--- src/rtl/product_accumulator.sv ---
// product_accumulator: sums COUNT unsigned 8-bit products per batch and hands each batch sum
// downstream over valid/ready, with a sticky carry-out overflow flag.
module product_accumulator #(
   parameter int ACC_W = 10,
   parameter int COUNT = 4
) (
   input  logic                       clk,
   input  logic                       rst,
   input  logic                       clear,
   input  logic [7:0]                 prod_in,
   input  logic                       prod_valid,
   output logic                       prod_ready,
   output logic [ACC_W-1:0]           acc_out,
   output logic                       acc_ovf,
   output logic                       acc_valid,
   input  logic                       acc_ready,
   output logic [$clog2(COUNT+1)-1:0] batch_cnt
);
   localparam int CW = $clog2(COUNT + 1);
   typedef enum logic {ACCUM, DONE} state_t;
   state_t state_q, state_d;
   logic [ACC_W-1:0] acc_q, acc_d;
   logic ovf_q, ovf_d;
   logic [CW-1:0] cnt_q, cnt_d;
   logic [ACC_W:0] sum;
   logic accept, retire, last;
   // A finished result only lets a new product in when it is retired the same cycle.
   assign prod_ready = !clear && (state_q == ACCUM || acc_ready);
   assign accept = prod_valid && prod_ready;
   assign retire = state_q == DONE && acc_ready;
   assign sum = {1'b0, acc_q} + (ACC_W + 1)'(prod_in);
   assign last = cnt_q == CW'(COUNT - 1);
   always_comb begin
      state_d = state_q;
      acc_d = acc_q;
      ovf_d = ovf_q;
      cnt_d = cnt_q;
      if (state_q == ACCUM && accept) begin
         acc_d = sum[ACC_W-1:0];
         ovf_d = ovf_q | sum[ACC_W];
         cnt_d = cnt_q + CW'(1);
         state_d = last ? DONE : ACCUM;
      end else if (retire) begin
         acc_d = accept ? ACC_W'(prod_in) : '0;
         ovf_d = 1'b0;
         cnt_d = accept ? CW'(1) : '0;
         state_d = (accept && COUNT == 1) ? DONE : ACCUM;
      end
   end
   always_ff @(posedge clk) begin
      if (rst || clear) begin
         state_q <= ACCUM;
         acc_q <= '0;
         ovf_q <= 1'b0;
         cnt_q <= '0;
      end else begin
         state_q <= state_d;
         acc_q <= acc_d;
         ovf_q <= ovf_d;
         cnt_q <= cnt_d;
      end
   end
   assign acc_out = acc_q;
   assign acc_ovf = ovf_q;
   assign acc_valid = state_q == DONE;
   assign batch_cnt = cnt_q;
endmodule

--- config.mk ---
export PLATFORM = sky130hd
export DESIGN_NAME = product_accumulator
export DESIGN_NICKNAME = d
export VERILOG_FILES = /design/src/rtl/product_accumulator.sv
export SDC_FILE = /design/constraint.sdc
export NUM_CORES = 1
export LEC_CHECK = 0
export ABC_CLOCK_PERIOD_IN_PS = 3650
export BUFFER_PORTS_ARGS = -buffer_cell sky130_fd_sc_hd__buf_2
export CAP_MARGIN = 20
export CORE_ASPECT_RATIO = 1.4
export CORE_MARGIN = 10
export CORE_UTILIZATION = 50
export DETAILED_ROUTE_END_ITERATION = 6
export PLACE_DENSITY = 0.76
export SYNTH_ARGS = -nofsm -noshare
export SYNTH_HDL_FRONTEND = slang
export SYNTH_SLANG_ARGS = --single-unit
export TNS_END_PERCENT = 100
--- constraint.sdc ---
create_clock -name clk -period 3.65 [get_ports clk]
set_input_delay 0.73 -clock clk [delete_from_list [all_inputs] [get_ports clk]]
set_output_delay 0.73 -clock clk [all_outputs]
set_load 0.1 [all_outputs]
Yosys cells after proc, flatten, opt, wreduce, memory -nomap -nowiden
Cells that the tools add are included.

word-level totals
  register bits = 15
  input bits = 13
  logic and storage cells = 27

operators by class
  $add $sub $neg = 2
  equal/unequal tests = 1
  bitwise operators = 2
  reduce and logical (&&, ||, !) cells = 8
  muxes and demuxes = 10

operator list
  cell                                                                   count
  10-bit two-way mux                                                     2
  10-bit by 8-bit adder with 11-bit output                               1
  8-bit two-way mux                                                      1
  3-bit two-way mux                                                      2
  1-bit two-way mux                                                      5
  1-bit logical AND                                                      4
  3-bit by 1-bit adder with 3-bit output, second input constant          1
  3-bit by 2-bit equality test with 1-bit output, second input constant  1
  1-bit logical OR                                                       2
  2-bit nonzero test                                                     1
  1-bit logical NOT                                                      1
  1-bit inverter                                                         1
  1-bit OR                                                               1

Depth between registers and ports, before layout
  word-level depth = 7
  depth in mapped cells = 7
  gate-level depth less buffers = 7

Least setup slack after synthesis
Ideal clock, no wire load.

  path kind = register to output
  start point = register state_q, in the netlist acc_valid
  end point = output prod_ready
  buffers on the path = 0
  stages on the path, launching flop included = 4
  arrival = 2.244 ns
  setup slack = 0.676 ns
  cell sequence = dfxtp_1 inv_1 nor2_1 nor2_1

on the way
  longest elaborated chain between the ends = 3

ends and longest elaborated chain
  element                 line  RTL
  from (decl)             21    state_t state_q, state_d;
  from (signal assigned)  57    state_q <= state_d;
  1-bit inverter          28    assign prod_ready = !clear && (state_q == ACCUM || acc_ready);
  1-bit logical OR        28
  1-bit logical AND       28
  to (decl)               12    output logic prod_ready,

No other way between the ends.

Worst setup path after layout
  start point = input prod_in[0]
  end point = register acc_q[8], in the netlist acc_out[8]

on the way
  longest elaborated chain between the ends = 2

ends and longest elaborated chain
  element                                   line  RTL
  from (decl)                               10    input logic [7:0] prod_in,
  10-bit by 8-bit adder with 11-bit output  31    assign sum = {1'b0, acc_q} + (ACC_W + 1)'(prod_in);
  10-bit two-way mux                        38    if (state_q == ACCUM && accept) begin
  to (signal assigned)                      53    acc_q <= '0;
  to (signal assigned)                      58    acc_q <= acc_d;
  to (decl)                                 22    logic [ACC_W-1:0] acc_q, acc_d;

No other way between the ends.
A chain may end at the register's enable or synchronous reset.

==> results.cfg <==
[status]
status = finished, final reports clean

[sta]
maxSlewHeadroom = 0.374
tightestPinTransition_ps = 939
grt_setup_unrepaired = no
fin_skew_ps = 4.32
finalHoldViolCount = 0
setup_viol = 0
final.min_clock_period_ps = 2250
period_share = 0.615
slew_violations = 0
fmax_ghz = 0.445
finalSetupTns_ps = 0

[final_layout]
nets = 173
diodes = 0
drive_above_1_share = 0.243
fillCellCount = 178
fin_util = 0.615
area.growth.synth_to_final_pct = 18.7

[synthesis]
synth.largest_area_cell = dfxtp_1
synth_edf_count = 0
ys.flop_type = dfxtp_1
synth_top_cells_by_count = nor2_1 (17), dfxtp_1 (15), a21oi_1 (14)
syn_area_um2 = 997
synth_top_area_share = 0.301
yosysWarnings = 0
yosysSeqAreaShare = 0.301
syn_avg_cell_area_um2 = 8.38
ys_seq_elements = 15
yosysMostFrequentCell = nor2_1
synthTopCellsByArea = dfxtp_1 (30%), ha_1 (13%), a21oi_1 (7.0%)
async_reset_ff_frac = 0
synthDistinctLibCells = 33
synth_nets = 143
synthCells = 119

[global_route]
grt_max_degree = 17
grt_overflow_total = 0
grtUsageTotal = 0.118
grt_pass1_wl_mm = 4.12
antenna_found_initial = 0
grt_pass1_vias = 938

[die]
die_w_um = 57.7
dieArea_mm2 = 0.00421
die_y_um = 72.8
num_rows = 19
pin_count = 29
core_mm2 = 0.00193
initial_core_util = 0.518

[clock_network]
clock_path_buffers = 2
htreeDepth = 1
clk_pin_slew_ps = 100
clkLatencyLatePin_ps = 290
cts.sink_count = 15
postCtsResizedCells = 0
root_buffer = clkbuf_4
cts_buffers = 3
cts_tree = done
postCtsSetupBuffers = 0
hold_buffers = 0

[drt]
drc_errors = 0
wire_per_inst_um = 15.0
vias_per_cell = 5.96
drt_iter0_drc = 49
ant_nets = 0
wl_mm = 2.54
dr.pass1.iters = 4
vias = 1007

[power_and_ir_drop]
leakage_uw = 0.000588
p_per_area_mw_per_mm2 = 301
ir_worst_vdd_uv = 265

[critical_path]
crit_type = in2reg
crit_path_max_fanout = 3
cp.arrival_ps = 2460
critPathCaptureType = flop
crit_path_start_kind = input pin
required_ps = 3870

[place]
port_buffers = 28
hpwl_mm = 1.98
globalplace.congestion = 0.768

[run]
cap_violations = 0

[min_path]
hp-class = reg2reg
-- worst max-delay path, cell delays in order --
cell and delay [ps]:
buf_2 110, ha_1 240, fa_1 440, a211oi_1 270, o21a_1 220, o31ai_1 120, o211a_1 230, nor3_1 120
-- metrics by stage --
stage	power, uW	hold slack (ps)	cell area [um2]	worst slack, ps	std cells
finish	356	465	1180	1400	169
global route	370	507	1180	1280	169
detailed placement	262	457	1160	1130	165
global placement	260	443	1160	1150	165
floorplan	239	881	997	676	119
CTS	358	469	1180	1400	169
-- area by class of cell --
class | instances | area [um2] | area share
Multi-Input combinational cell | 96 | 667 | 0.563
Sequential cell | 15 | 300 | 0.254
Timing Repair Buffer | 29 | 148 | 0.125
Tap cell | 21 | 26.3 | 0.0222
Clock buffer | 3 | 22.5 | 0.0190
Inverter | 4 | 15.0 | 0.0127
Clock inverter | 1 | 5.00 | 0.00423
-- final timing paths --
| path | startpoint | to | slack [ps] | depth (start not counted) |
|---|---|---|---|---|
| worst max-delay path | prod_in[0] | acc_out[8]$_SDFFE_PP0P_ | 1400 | 8 |
| worst min-delay path | acc_ovf$_SDFFE_PP0P_ | acc_ovf$_SDFFE_PP0P_ | 470 | 2 |
| worst max register to register | acc_out[0]$_SDFFE_PP0P_ | acc_out[8]$_SDFFE_PP0P_ | 1630 | 7 |
| worst min register to register | acc_ovf$_SDFFE_PP0P_ | acc_ovf$_SDFFE_PP0P_ | 470 | 2 |
-- routing by layer --
metal	vias to the layer above	track usage	part of all wire
met5	-	0	0
li1	510	-	-
met3	4	0.0383	0.067
met2	22	0.218	0.52
met4	0	0.0393	0.013
met1	471	0.121	0.40
-- layout by cell type, fill, tap and decap left out --
cell type	n
o21a_1	1
buf_4	1
o31ai_1	2
o21ai_1	1
dfxtp_1	15
mux2i_1	1
or3_1	3
a22oi_1	2
a211oi_1	1
o211ai_1	2
inv_1	4
or2_1	1
clkinv_2	1
a31oi_1	1
nand2b_1	1
a21oi_1	14
nand3_1	5
a41o_1	1
fa_1	1
o211a_1	1
a211oi_2	1
clkbuf_4	3
xor2_1	2
nor3b_2	2
ha_1	10
xnor2_1	2
and3_1	1
a222oi_1	6
buf_2	28
a21o_1	4
nor3_1	2
nand4_1	1
o2111ai_1	1
o21ai_0	2
nor2_1	17
nand2_1	7
-- report_power, final --
group	internal [uW]	leakage, uW	switching (uW)
Combinational	26.5	0.000449	61.9
Sequential	167	0.000121	2.67
Clock	40.7	0.0000177	57.8
-- sequential cells by signal, summed over array words and instances (netlist names) --
| name | flops |
|---|---|
| batch_cnt | 3 |
| acc_valid | 1 |
| acc_ovf | 1 |
| acc_out | 10 |
-- kinds of logic after synthesis --
family / Yosys count / synth area share
muxes: 1 / 0.0100
buffers and inverters: 8 / 0.0301
DFF: 15 / 0.301
and+or+nand+nor: 40 / 0.194
adders and majority gates: 11 / 0.146
xor gates and xnor gates: 4 / 0.0351
AOI/OAI and AO/OA: 40 / 0.284
No activity file was read; power rests on OpenSTA's default activity.
